## config.mk

```make
export PLATFORM = sky130hd
export DESIGN_NAME = multicycle_ctrl
export DESIGN_NICKNAME = d
export VERILOG_FILES = /design/src/rtl/cpu_pkg.sv /design/src/rtl/mem_timeout.sv /design/src/rtl/multicycle_ctrl.sv
export SDC_FILE = /design/constraint.sdc
export NUM_CORES = 1
export LEC_CHECK = 0
export BUFFER_PORTS_ARGS = -buffer_cell sky130_fd_sc_hd__buf_2
export CORE_MARGIN = 4
export CORE_UTILIZATION = 40
export CTS_CLUSTER_DIAMETER = 50
export DETAILED_ROUTE_END_ITERATION = 16
export SYNTH_ARGS = -nofsm -noshare
export SYNTH_HDL_FRONTEND = slang
export SYNTH_SLANG_ARGS = --single-unit
```

## constraint.sdc

```tcl
create_clock -name clk -period 2.34 [get_ports clk]
set_input_delay 0.117 -clock clk [delete_from_list [all_inputs] [get_ports clk]]
set_output_delay 0.117 -clock clk [all_outputs]
set_load 0.02 [all_outputs]
```

## src/rtl/cpu_pkg.sv

```systemverilog
// Shared types and constants for the multicycle control unit.
package cpu_pkg;

    localparam int unsigned STATE_W             = 3;
    localparam int unsigned RETIRED_W           = 32;
    localparam int unsigned TIMEOUT_CNT_W       = 8;
    localparam int unsigned MEM_TIMEOUT_DEFAULT = 16;

    typedef enum logic [STATE_W-1:0] {
        ST_FETCH     = 3'd0,
        ST_DECODE    = 3'd1,
        ST_EXECUTE   = 3'd2,
        ST_WRITEBACK = 3'd3,
        ST_HALT      = 3'd4,
        ST_ERROR     = 3'd5,
        ST_STEP_WAIT = 3'd6
    } ctrl_state_t;

    // State-decoded control strobes (everything except ir_load).
    typedef struct packed {
        logic imem_req;
        logic alu_en;
        logic reg_we;
        logic pc_en;
        logic halted;
        logic error;
    } ctrl_out_t;

    function automatic ctrl_out_t decode_outputs(input ctrl_state_t st);
        ctrl_out_t o;
        o = '0;
        case (st)
            ST_FETCH:     o.imem_req = 1'b1;
            ST_EXECUTE:   o.alu_en   = 1'b1;
            ST_WRITEBACK: begin
                o.reg_we = 1'b1;
                o.pc_en  = 1'b1;
            end
            ST_HALT:      o.halted   = 1'b1;
            ST_ERROR:     o.error    = 1'b1;
            default:      o = '0;
        endcase
        return o;
    endfunction

endpackage

```

## src/rtl/mem_timeout.sv

```systemverilog
// Fetch wait counter; flags when LIMIT-1 cycles have elapsed without an ack.
module mem_timeout
    import cpu_pkg::*;
#(
    parameter int unsigned LIMIT = MEM_TIMEOUT_DEFAULT
) (
    input  logic clk,
    input  logic rst,
    input  logic clear,
    input  logic count_en,
    output logic expired_c
);

    logic [TIMEOUT_CNT_W-1:0] count_q;

    always_ff @(posedge clk) begin
        if (rst || clear) begin
            count_q <= '0;
        end else if (count_en) begin
            count_q <= count_q + TIMEOUT_CNT_W'(1);
        end
    end

    assign expired_c = (count_q == TIMEOUT_CNT_W'(LIMIT - 1));

endmodule

```

## src/rtl/multicycle_ctrl.sv

```systemverilog
// Multicycle CPU control FSM: FETCH/DECODE/EXECUTE/WRITEBACK with HALT and ERROR.
// Optional single-step operation is selected with the SINGLE_STEP_EN macro.
module multicycle_ctrl
    import cpu_pkg::*;
#(
    parameter int unsigned MEM_TIMEOUT = MEM_TIMEOUT_DEFAULT
) (
    input  logic                 clk,
    input  logic                 rst,
    input  logic                 imem_ack,
    input  logic                 is_halt,
    input  logic                 step,
    output logic                 imem_req,
    output logic                 ir_load,
    output logic                 alu_en,
    output logic                 reg_we,
    output logic                 pc_en,
    output logic                 halted,
    output logic                 error,
    output logic [STATE_W-1:0]   state,
    output logic [RETIRED_W-1:0] retired
);

`ifdef SINGLE_STEP_EN
    localparam ctrl_state_t IDLE_STATE = ST_STEP_WAIT;
`else
    localparam ctrl_state_t IDLE_STATE = ST_FETCH;
    logic unused_step;
    assign unused_step = step;
`endif

    ctrl_state_t          state_q;
    ctrl_state_t          state_d;
    ctrl_out_t            moore_c;
    logic [RETIRED_W-1:0] retired_q;
    logic                 fetch_c;
    logic                 timeout_c;

    assign fetch_c = (state_q == ST_FETCH);

    // Counter is held clear outside FETCH, so it restarts at zero on every entry.
    mem_timeout #(
        .LIMIT (MEM_TIMEOUT)
    ) u_mem_timeout (
        .clk       (clk),
        .rst       (rst),
        .clear     (!fetch_c || imem_ack),
        .count_en  (fetch_c && !imem_ack),
        .expired_c (timeout_c)
    );

    always_ff @(posedge clk) begin
        if (rst) begin
            state_q <= IDLE_STATE;
        end else begin
            state_q <= state_d;
        end
    end

    always_comb begin
        state_d = state_q;
        moore_c = decode_outputs(state_q);
        case (state_q)
            ST_FETCH: begin
                // Ack in the timeout cycle still completes the fetch.
                if (imem_ack) begin
                    state_d = ST_DECODE;
                end else if (timeout_c) begin
                    state_d = ST_ERROR;
                end
            end
            ST_DECODE:    state_d = is_halt ? ST_HALT : ST_EXECUTE;
            ST_EXECUTE:   state_d = ST_WRITEBACK;
            ST_WRITEBACK: state_d = IDLE_STATE;
            ST_HALT:      state_d = ST_HALT;
            ST_ERROR:     state_d = ST_ERROR;
`ifdef SINGLE_STEP_EN
            ST_STEP_WAIT: state_d = step ? ST_FETCH : ST_STEP_WAIT;
`else
            ST_STEP_WAIT: state_d = ST_ERROR;
`endif
            default:      state_d = ST_ERROR;
        endcase
    end

    always_ff @(posedge clk) begin
        if (rst) begin
            retired_q <= '0;
        end else if (state_q == ST_WRITEBACK) begin
            retired_q <= retired_q + RETIRED_W'(1);
        end
    end

    assign imem_req = moore_c.imem_req;
    assign ir_load  = fetch_c && imem_ack;
    assign alu_en   = moore_c.alu_en;
    assign reg_we   = moore_c.reg_we;
    assign pc_en    = moore_c.pc_en;
    assign halted   = moore_c.halted;
    assign error    = moore_c.error;
    assign state    = state_q;
    assign retired  = retired_q;

endmodule

```

# After elaboration in Yosys (flattened, before gate mapping)
# Cells that the tools add are included.
[word_totals]
latchBits = 0
ff_bits = 43
wordCells = 28
ramBits = 0
n_memories = 0
romBits = 0
out_inout_bits = 42
in_bits = 5
[classes]
mul = 0
reduce_logical = 7
bitwise = 0
order_cmp = 0
eq_ne = 7
shift = 0
add_sub_neg = 2
n_mux = 9
div_mod_pow = 0
[op_table]
columns = ["op", "count"]
rows = [
  ["$add A32 B1 Y32 const B", 1],
  ["$pmux W3 S5", 1],
  ["$mux W3", 3],
  ["$add A8 B1 Y8 const B", 1],
  ["$eq A8 B4 Y1 const B", 1],
  ["$eq A3 B2 Y1 const B", 2],
  ["$eq A3 B3 Y1 const B", 2],
  ["$mux W1", 4],
  ["$eq A3 B1 Y1 const B", 1],
  ["$logic_not A3 Y1", 1],
  ["$ne A3 B2 Y1 const B", 1],
  ["$logic_and A1 B1 Y1", 2],
  ["$logic_not A1 Y1", 2],
  ["$logic_or A1 B1 Y1", 2],
  ["$mux W2", 1],
]

# Logic depth before layout (Yosys ltp)
# Gate-level depths: netlist of run 1.
[logic_depth]
depth_word = 4
depth_mapped = 7
mapped_depth_nobuf = 5

# Cells and area by module
# From an unflattened synthesis of run 1, not the netlist that was laid out.
[unflattened]
hier_cells = 242
area_unflattened_um2 = 2099.5
[modules_own_cells]
columns = ["mod", "seq_area_each_um2", "area_per_inst_um2", "instances", "cells_each"]
rows = [
  ["multicycle_ctrl", 700.7, 1741.7, 1, 202],
  ["mem_timeout", 160.2, 357.8, 1, 40],
]

# Worst setup path before layout of run 1
# OpenSTA, ideal clock, no wires.
[synth_path]
path_kind = "register to register"
startpoint = "register retired_q[0], in the netlist retired[0]"
endpoint = "register retired_q[30], in the netlist retired[30]"
setup_time_ns = 0.070
required_ns = 2.270
period_less_slack_ns = 2.185
t_arrival_ns = 2.115
path_slack_ns = 0.155
stages_incl_launch_ff = 7
path_buffers = 1
cell_sequence = "dfxtp_1 -> ha_1 -> nand4_1 -> or4_1 -> buf_2 -> or4_1 -> a21oi_1"
[synth_between]
elab_chain_cells = 1
[synth_lines]
columns = ["item", "line_no", "rtl"]
rows = [
  ["start, declared", "multicycle_ctrl.sv:35", "logic [RETIRED_W-1:0] retired_q;"],
  ["start signal, assigned", "multicycle_ctrl.sv:90", "retired_q <= retired_q + RETIRED_W'(1);"],
  ["$add A32 B1 Y32", "multicycle_ctrl.sv:90", ""],
]
# No other way between the ends.
# A chain may end at the register's enable or synchronous reset.

# Final worst setup path of run 1
[layout_path]
startpoint = "register retired_q[11], in the netlist retired[11]"
endpoint = "register retired_q[26], in the netlist retired[26]"
# Same word-level chain as after synthesis.

==> metrics.md, run 1 <==
| Metric | Value |
|---|---|
| First-pass iteration count of the detailed router | `4` |
| VDD IR max | `slightly above 300 µV` |
| Clock power frac | `0.360` |
| Hold depth | `3` |
| Area leader, netlist | `dfxtp_1` |
| Largest net degree at the start of global routing | `24` |
| Vias in the first global route | `between 1500 and 2000` |
| Crit end category | `register` |
| Critical Path AT | `around 2.3 ns` |
| HPWL Detailed | `between 3 and 4 mm` |
| Net Switching | `0.000346 W` |
| Layout area overhead | `20.6%` |
| Detail Route Antenna Nets | `0` |
| Clock sink count | `43` |
| WL final | `about 4.4 mm` |
| Setup Buffers After CTS | `0` |
| Chip width | `about 80 µm` |
| Reg clk slew, reported paths | `0.08 ns` |
| Post-CTS Resized | `0` |
| Min Hold Slack | `between 0.1 and 0.15 ns` |
| CP required | `between 2 and 3 ns` |
| Fin. Hold Viols | `0` |
| Final setup TNS | `0 ns` |
| P_leak | `approximately 1 nW` |
| R2R cell count | `5` |
| Clock tree from TritonCTS | `yes` |
| CP max FO | `17` |
| Synth warn | `0` |
| Most common cell after layout, fill and taps aside | `buf_2` |
| Final min period | `between 2 and 2.5 ns` |
| Max cap viols | `0` |
| Mapped cell area | `between 0.002 and 0.0025 mm²` |
| Max Clk Rate | `slightly below 500 MHz` |
| Status | `completed` |
| Async SR Flop Fraction | `0` |
| Mean Syn Cell Area | `8.58 µm²` |
| Cell internal pwr | `0.00106 W` |
| Chip height | `about 80 µm` |
| Crit Path Category | `reg2reg` |
| Metal3 WL | `232 µm` |
| Most frequent cells in the layout | `45 x buf_2, 43 x dfxtp_1, 24 x nor2_1` |
| Clk_lat worst skew | `around 0.29 ns` |
| HP Class | `in2reg` |
| Syn Nets | `247` |
| # setup viols final | `0` |
| Sequential share of the synthesized area | `0.418` |
| Via Count | `roughly 1900` |
| Layout net count | `roughly 300` |
| Initial antenna violation count | `0` |
| Residual DRC count | `0` |
| Netlist cell types | `37` |
| # port buffers | `45` |
| CTS root buffer | `clkbuf_8` |
| Boundary Pins | `between 40 and 50` |
| Combinational power share | `0.101` |
| Unrepaired setup endpoints after global routing | `false` |
| Power Dens Cells | `567 mW/mm²` |
| Grt total ovfl | `0` |
| Max Slew Vio Count | `0` |
| RD Place Congestion | `about 0.73` |
| Placed Area | `roughly 0.0024 mm²` |
| Core box area | `about 0.0048 mm²` |
| Setup ws final | `0.290 ns` |
| Final Skew | `about 0.0037 ns` |
| Metal-1 WL | `2.05 mm` |
| Share of the synthesized area in the top cell type | `0.418` |
| Yosys reg bits | `43` |
| Slew HR | `0.606` |
| Max Buffers Root-to-Sink | `2` |
| Post-synth EDFFs | `0` |
| GRT Total Usage | `0.153` |
| Switching share of power | `0.246` |
| Startpoint Class | `register` |
| Vias per std cell | `5.19` |
| First-pass GRT wire length | `between 7 and 8 mm` |
| Number of DRC markers in iteration 0 | `between 50 and 60` |
| CTS Buf Count | `5` |
| Fraction of layout instances using a drive strength above 1 | `0.247` |
| Htree depth | `2` |
| Post-DR wirelength/cell | `roughly 12 µm` |
| Reg power frac | `0.539` |
| Top Metal Used | `met4` |
| Pin slew with the least headroom to its limit | `slightly below 0.6 ns` |
| Die area | `0.00636 mm²` |
| Inserted Diodes | `0` |
| Final Power | `around 0.0014 W` |
| Starting density of the core | `0.425` |
| Design area | `~0.0025 mm²` |
| Post-CTS Hold Buffers | `0` |
| Pre-CTS WS | `~0.3 ns` |
| Synth Instances | `240` |
| Standard-cell rows | `25` |
| Met2 WL | `2.04 mm` |
| Fin crit share | `0.876` |
| Ys flop type | `dfxtp_1` |
| Top area cells in the synthesized netlist | `dfxtp_1 42%, a21oi_1 4.6%, nor2_1 4.4%` |
## critical path: stages (launching register included)
cell     delay (ns)
dfxtp_1        0.47
nand4_2        0.14
or4_1          0.53
buf_4          0.20
or4_1          0.51
a21oi_1        0.14
## final cells by class
| cell class | instances | area, µm² |
|---|---|---|
| Sequential cell | 43 | 861 |
| Clock buffer | 8 | 100 |
| Fill cell | 486 | 2370 |
| Tap cell | 67 | 83.8 |
| Multi-Input combinational cell | 173 | 1070 |
| Inverter | 9 | 33.8 |
| Timing Repair Buffer | 59 | 330 |
## stage by stage
step | utilization | std cells
2_1_floorplan | - | 240
3_3_place_gp | 0.491 | 351
3_5_place_dp | 0.491 | 351
4_1_cts | 0.512 | 359
5_1_grt | 0.512 | 359
6_report | 0.512 | 359
## power by group through the flow
| stage | Sequential [W] | Combinational, W | Clock [W] |
|---|---|---|---|
| 6_report | 0.000760 | 0.000142 | 0.000506 |
| 5_1_grt | 0.000764 | 0.000161 | 0.000561 |
| 4_1_cts | 0.000759 | 0.000144 | 0.000535 |
| 3_5_place_dp | 0.000777 | 0.000143 | 0 |
| 3_3_place_gp | 0.000777 | 0.000144 | 0 |
| 2_1_floorplan | 0.000778 | 0.000110 | 0 |
## cells in the mapped netlist (2+ instances only)
| library cell | n |
|---|---|
| buf_4 | 2 |
| nor2b_1 | 5 |
| nand3_1 | 12 |
| xor2_1 | 10 |
| xnor2_1 | 6 |
| or3_1 | 7 |
| nor2_1 | 24 |
| nand2_1 | 13 |
| inv_1 | 9 |
| mux2_2 | 4 |
| ha_1 | 2 |
| nand4bb_1 | 2 |
| nand4_1 | 9 |
| and2_1 | 2 |
| clkbuf_1 | 7 |
| nand2b_1 | 2 |
| o31ai_1 | 9 |
| or4_1 | 10 |
| and3_1 | 6 |
| buf_6 | 2 |
| dfxtp_1 | 43 |
| a21oi_1 | 19 |
| and4_1 | 3 |
| nor4_1 | 7 |
| o21ai_0 | 6 |
| nor3_1 | 7 |
| buf_1 | 2 |
## sequential cells by signal, indices dropped and copies added (netlist names)
register	flops
retired	32
u_mem_timeout.count_q	8
state	3
## cell families (layout without fill, tap and decap cells)
family                     after synthesis  count (layout)  synth area share
and+or+nand+nor                        113             113             0.309
adders and majority gates                2               2            0.0122
buffers and inverters                   24              76            0.0602
xor gates and xnor gates                16              16            0.0681
muxes                                    4               4            0.0219
DFF                                     43              43             0.418
AOI/OAI and AO/OA                       38              38             0.110
## final timing paths
path	end	from	slack (ns)
setup / recovery	retired[26]$_SDFFE_PP0P_	retired[11]$_SDFFE_PP0P_	0.29
hold / removal	state[2]$_SDFFE_PP0P_	is_halt	0.11
setup reg to reg	retired[26]$_SDFFE_PP0P_	retired[11]$_SDFFE_PP0P_	0.29
hold reg to reg	u_mem_timeout.count_q[0]$_SDFFE_PP0P_	u_mem_timeout.count_q[0]$_SDFFE_PP0P_	0.45
## per-layer routing
| layer | up-vias | track usage |
|---|---|---|
| met3 | 7 | 0.0429 |
| met1 | 849 | 0.189 |
| li1 | 968 | - |
| met4 | 0 | 0.0625 |
| met2 | 38 | 0.250 |
| met5 | - | 0 |
(Power assumes the default switching activity.)
==> run 2: changes to the inputs <==
--- a/config.mk
+++ b/config.mk
@@ -10,6 +10,7 @@
 export CORE_UTILIZATION = 40
 export CTS_CLUSTER_DIAMETER = 50
 export DETAILED_ROUTE_END_ITERATION = 16
+export PLACE_DENSITY = 0.72
 export SYNTH_ARGS = -nofsm -noshare
 export SYNTH_HDL_FRONTEND = slang
 export SYNTH_SLANG_ARGS = --single-unit
==> run 2 against run 1 <==
Combinational power grew 3%. First-iteration DRC count grew 36%. Final area down 1.1%. Cell count shrank 0.28%. Non-clock buffer count decreased by 1. Clock power down 12%. Sequential power fell by 0.5%. Power is 4.4% lower. Count of clock-buffer cells in the layout shrank 1. Routed wire length rose by 0.20%. Critical endpoint is now retired[18]$_SDFFE_PP0P_.
==> metrics.md, run 2 (synthesis results as in run 1) <==
| Metric | Value |
|---|---|
| Status | `completed` |
| Most common cell after layout, fill and taps aside | `buf_2` |
| Vias in the first global route | `about 1700` |
| HP Class | `in2reg` |
| Final setup TNS | `0 ns` |
| Final min period | `2.14 ns` |
| Crit end category | `register` |
| Detail Route Antenna Nets | `0` |
| Reg clk slew, reported paths | `roughly 0.080 ns` |
| Design area | `0.00246 mm²` |
| CP required | `around 2.6 ns` |
| # setup viols final | `0` |
| FF-to-FF End | `retired[18]$_SDFFE_PP0P_` |
| Max Slew Vio Count | `0` |
| Placed cells | `350` |
| Unrepaired setup endpoints after global routing | `false` |
| Cell internal pwr | `~0.001 W` |
| Core box area | `just under 0.005 mm²` |
| Worst hold endpoint | `state[2]$_SDFFE_PP0P_` |
| Layout net count | `297` |
| R2r setup slk | `slightly below 0.2 ns` |
| Switching share of power | `0.256` |
| Max Buffers Root-to-Sink | `2` |
| RD Place Congestion | `~0.79` |
| Fin crit share | `0.916` |
| Startpoint Class | `register` |
| Starting density of the core | `0.425` |
| Die area | `about 0.0064 mm²` |
| Critical-path cell list | `ha_1, nand4_1, or4_1, buf_4, or3_1, a21oi_1` |
| Standard-cell rows | `25` |
| Fraction of layout instances using a drive strength above 1 | `0.241` |
| Power Dens Cells | `~550 mW/mm²` |
| Crit path largest cell delay | `0.71 ns` |
| Number of DRC markers in iteration 0 | `76` |
| P_leak | `slightly below 1 nW` |
| Reg power frac | `0.562` |
| Worst min-delay path startpoint | `is_halt` |
| Via Count | `about 1900` |
| Net Switching | `around 0.00034 W` |
| Post-DR wirelength/cell | `12.3 µm` |
| Inserted Diodes | `0` |
| Final Skew | `0.00579 ns` |
| Placed Area | `0.00237 mm²` |
| Post-CTS Hold Buffers | `0` |
| Pin slew with the least headroom to its limit | `0.588 ns` |
| Layout area overhead | `19.3%` |
| Initial antenna violation count | `0` |
| CTS root buffer | `clkbuf_8` |
| Crit Path Category | `reg2reg` |
| WL final | `4.41 mm` |
| VDD IR max | `~470 µV` |
| CP max FO | `13` |
| Clock tree from TritonCTS | `yes` |
| # port buffers | `45` |
| HPWL Detailed | `around 3.2 mm` |
| Max Clk Rate | `~470 MHz` |
| Combinational power share | `0.109` |
| Chip height | `roughly 80 µm` |
| Max cap viols | `0` |
| CTS Buf Count | `5` |
| Grt total ovfl | `0` |
| Chip width | `about 80 µm` |
| Residual DRC count | `0` |
| R2R cell count | `6` |
| Slew HR | `0.604` |
| Clock sink count | `43` |
| GRT Total Usage | `0.147` |
| Critical Path AT | `2.37 ns` |
| First-pass GRT wire length | `roughly 7.7 mm` |
| Worst flop-to-flop path startpoint | `retired[0]$_SDFFE_PP0P_` |
| Boundary Pins | `47` |
| Number of flip-flops under the largest register name | `32` |
| Largest net degree at the start of global routing | `25` |
| Post-CTS Resized | `0` |
| Clk_lat worst skew | `between 0.2 and 0.3 ns` |
| Slowest cell on the critical path | `or4_1` |
| Min Hold Slack | `between 0.1 and 0.15 ns` |
| Non-Filler Instances | `~360` |
| Clock power frac | `0.330` |
| First-pass iteration count of the detailed router | `4` |
| Most frequent cells in the layout | `45 x buf_2, 43 x dfxtp_1, 24 x nor2_1` |
| Fin. Hold Viols | `0` |
| Vias per std cell | `around 5.2` |
| Htree depth | `2` |
| Hold depth | `3` |
| Setup Buffers After CTS | `0` |
-- run 2: cell types whose count changed in the layout (fill, tap and decap cells not counted) --
cell,previous run,this run
clkbuf_8,7,5
buf_4,14,13
clkbuf_1,1,2
clkinv_2,0,1
-- run 2: stage by stage --
step,power (W),utilization,setup slack [ns]
finish,0.00135,0.507,0.196
global route,0.00141,0.507,0.0395
CTS,0.00137,0.507,0.189
detailed placement,0.000919,0.490,0.210
global placement,0.000919,0.490,0.242
floorplan,0.000887,-,0.155
-- run 2: power groups by stage --
stage	Sequential [W]	Combinational, W	Clock (W)
global route	0.000758	0.000164	0.000490
floorplan	0.000778	0.000110	0
detailed placement	0.000773	0.000146	0
CTS	0.000756	0.000147	0.000466
global placement	0.000773	0.000146	0
finish	0.000756	0.000146	0.000444
-- run 2: cell type report --
type,count,area [µm²]
repair buffers,58,323
clock inverters,1,5.00
multi-input cells,173,1070
fillers,482,2390
well taps,67,83.8
inverters,9,33.8
flip-flops and latches,43,861
clock buffers,7,76.3
-- run 2: worst max path at each step --
stage / startpoint / to / slack, ns / cells after the start
after floorplan: retired[0]$_SDFFE_PP0P_ / retired[30]$_SDFFE_PP0P_ / 0.15 / 6
after global placement: retired[0]$_SDFFE_PP0P_ / retired[18]$_SDFFE_PP0P_ / 0.24 / 6
after detailed placement: retired[0]$_SDFFE_PP0P_ / retired[18]$_SDFFE_PP0P_ / 0.21 / 6
after CTS: retired[0]$_SDFFE_PP0P_ / retired[18]$_SDFFE_PP0P_ / 0.19 / 6
after global routing: retired[0]$_SDFFE_PP0P_ / retired[22]$_SDFFE_PP0P_ / 0.04 / 5
final: retired[0]$_SDFFE_PP0P_ / retired[18]$_SDFFE_PP0P_ / 0.20 / 6
-- run 2: layer usage --
layer | routed length, µm | track usage
met1 | 2120 | 0.194
met4 | 28 | 0.0405
met3 | 288 | 0.0395
met5 | 0 | 0
met2 | 1980 | 0.237
-- run 2: worst max-delay path, delay by kind of cell (launching register included) --
| kind | cells | cell delay [ns] |
|---|---|---|
| AND/OR/NAND/NOR | 3 | 1.18 |
| flip-flops | 1 | 0.34 |
| buffers and inverters | 1 | 0.24 |
| adder cells (fa/ha/maj) | 1 | 0.17 |
| AO/OA/AOI/OAI | 1 | 0.14 |
==> run 3: changes to the inputs <==
==> constraint.sdc (replaced) <==
create_clock -name clk -period 2 [get_ports clk]
set_input_delay 0.1 -clock clk [delete_from_list [all_inputs] [get_ports clk]]
set_output_delay 0.1 -clock clk [all_outputs]
set_load 0.02 [all_outputs]
==> run 3 against run 2 <==
Critical path depth unchanged. Sequential share of layout area down 2.5 points. Routed wire length up 5.7%. Non-clock buffer count up 18. Via count up 5.2%. Highest routed layer unchanged. Final area up 10%. Sequential power up 16%. Sequential cell count unchanged. Power up 18%. Setup slack worse by 0.14 ns. Global-route usage up 0.12 points.
==> metrics.md, run 3 (synthesis results as in run 1) <==
| Metric | Value |
|---|---|
| Status | `completed` |
| Clk_lat worst skew | `just under 0.3 ns` |
| Boundary Pins | `between 40 and 50` |
| Most common cell after layout, fill and taps aside | `buf_2` |
| Met3 Resource Use GR | `0.0384` |
| Via Count | `1958` |
| Max Clk Rate | `515 MHz` |
| Clock tree from TritonCTS | `yes` |
| P_leak | `1.12 nW` |
| R2r setup slk | `0.06 ns` |
| Number of DRC markers in iteration 0 | `89` |
| Crit Path Category | `reg2reg` |
| # port buffers | `45` |
| CP required | `between 2 and 2.5 ns` |
| Inserted Diodes | `0` |
| Chip height | `about 80 µm` |
| CTS root buffer | `clkbuf_8` |
| Final Power | `about 0.0016 W` |
| Max Slew Vio Count | `0` |
| GR peak layer | `met2` |
| Chip width | `between 70 and 80 µm` |
| Detail Route Antenna Nets | `0` |
| HPWL Detailed | `3.30 mm` |
| Standard-cell rows | `25` |
| Critical path's most frequent cell | `or4_4` |
| Vias in the first global route | `approximately 1700` |
| Final min period | `1.94 ns` |
| CP max FO | `6` |
| # setup viols final | `0` |
| Starting density of the core | `0.425` |
| Critical Path AT | `2.17 ns` |
| Core box area | `0.00485 mm²` |
| Layout area overhead | `31.6%` |
| Clock sink count | `43` |
| Slowest cell on the critical path | `or4_4` |
| Initial antenna violation count | `0` |
| Fillers | `around 440` |
| Fin crit share | `0.970` |
| Max cap viols | `0` |
| Global Route met1 Usage | `0.192` |
| Residual DRC count | `0` |
| Final Skew | `between 0.01 and 0.015 ns` |
| Worst min-delay path startpoint | `is_halt` |
| WL final | `~4.7 mm` |
| Crit end category | `register` |
| Worst flop-to-flop path startpoint | `retired[0]$_SDFFE_PP0P_` |
| Startpoint Class | `register` |
| Power Dens Cells | `between 500 and 600 mW/mm²` |
| Hold depth | `3` |
| Layout net count | `315` |
| Slew HR | `0.674` |
| Worst hold endpoint | `state[2]$_SDFFE_PP0P_` |
| First-pass iteration count of the detailed router | `4` |
| Reg clk slew, reported paths | `~0.09 ns` |
| Post-CTS Hold Buffers | `0` |
| Die area | `0.00636 mm²` |
| RD Place Congestion | `0.788` |
| First-pass GRT wire length | `7.60 mm` |
| Fin. Hold Viols | `0` |
| Max Buffers Root-to-Sink | `2` |
| Grt total ovfl | `0` |
| Htree depth | `2` |
| Core Util, Final | `0.559` |
| Top delay family on crit path | `simple AND/OR/NAND/NOR gates` |
| CP bufs+invs | `1` |
| Met2 usage | `0.243` |
| Largest net degree at the start of global routing | `25` |
| VDD IR max | `379 µV` |
| FF-to-FF End | `retired[22]$_SDFFE_PP0P_` |
| Post-DR wirelength/cell | `between 10 and 15 µm` |
| HP Class | `in2reg` |
| R2R cell count | `6` |
| Fraction of layout instances using a drive strength above 1 | `0.356` |
| Vias per std cell | `between 5 and 6` |
| Critical-path cell list | `ha_4, nand4_1, or4_4, buf_12, or4_4, a21oi_2` |
| Number of flip-flops under the largest register name | `32` |
| GRT Total Usage | `0.148` |
| CTS Buf Count | `5` |
| Pin slew with the least headroom to its limit | `about 0.49 ns` |
| Crit path largest cell delay | `roughly 0.50 ns` |
| Most frequent cells in the layout | `45 x buf_2, 31 x dfxtp_1, 28 x buf_4` |
-- run 3: changes by cell type in the layout (fill, tap and decap cells not counted), moves of 2 or more --
cell / change
a21oi_1: -3
dfxtp_2: +10
a21oi_2: +3
or4_1: -5
dfxtp_1: -12
buf_4: +15
buf_12: +2
dfxtp_4: +2
or4_4: +5
-- run 3: worst min-delay path, cell delays in order --
cell and delay (ns):
buf_2 0.09, a311oi_1 0.08, nor2_1 0.07
-- run 3: worst max-delay path by stage --
| stage | startpoint | endpoint | slack, ns | cells after the start |
|---|---|---|---|---|
| finish | retired[0]$_SDFFE_PP0P_ | retired[22]$_SDFFE_PP0P_ | 0.06 | 6 |
| CTS | retired[0]$_SDFFE_PP0P_ | retired[26]$_SDFFE_PP0P_ | 0.01 | 6 |
| global route | retired[1]$_SDFFE_PP0P_ | retired[16]$_SDFFE_PP0P_ | -0.02 | 7 |
| floorplan | state[2]$_SDFFE_PP0P_ | retired[20]$_SDFFE_PP0P_ | 0.004 | 6 |
| global placement | retired[0]$_SDFFE_PP0P_ | retired[22]$_SDFFE_PP0P_ | 0.06 | 6 |
| detailed placement | retired[0]$_SDFFE_PP0P_ | retired[26]$_SDFFE_PP0P_ | 0.02 | 6 |
-- run 3: layout make-up --
cell class / count / area, µm² / share of cell area
clock buffers: 6 / 72.6 / 0.0268
clock inverters: 2 / 12.5 / 0.00462
inverters: 9 / 33.8 / 0.0125
multi-input cells: 173 / 1120 / 0.415
flip-flops and latches: 43 / 881 / 0.325
well taps: 67 / 83.8 / 0.0309
repair buffers: 76 / 500 / 0.185
-- run 3: routing by layer --
metal,share of wire,vias to the layer above
li1,-,1009
met1,0.46,905
met2,0.48,42
met3,0.061,2
met4,0.0041,0
met5,0,-
-- run 3: repair_timing --
action	in CTS	in global routing
resized for setup	0	14
endpoints found under the setup margin	0	6
setup buffers	0	5
-- run 3: through the flow --
step / worst slack (ns) / std cells / setup TNS, ns / hold WS (ns) / instance area [µm²]
final: 0.0591 / 376 / 0 / 0.0906 / 2710
after global routing: -0.0164 / 376 / -0.0164 / 0.107 / 2710
after CTS: 0.0114 / 370 / 0 / 0.0869 / 2570
after detailed placement: 0.0178 / 362 / 0 / 0.397 / 2480
after global placement: 0.0610 / 362 / 0 / 0.395 / 2480
after floorplan: 0.00417 / 240 / 0 / 0.267 / 2080
-- run 3: where the power goes --
part | switching (W) | total [W] | internal [W]
registers | 0.00000712 | 0.000875 | 0.000868
clock network | 0.000289 | 0.000533 | 0.000244
logic | 0.000122 | 0.000186 | 0.0000642
total | 0.000418 | 0.00159 | 0.00118
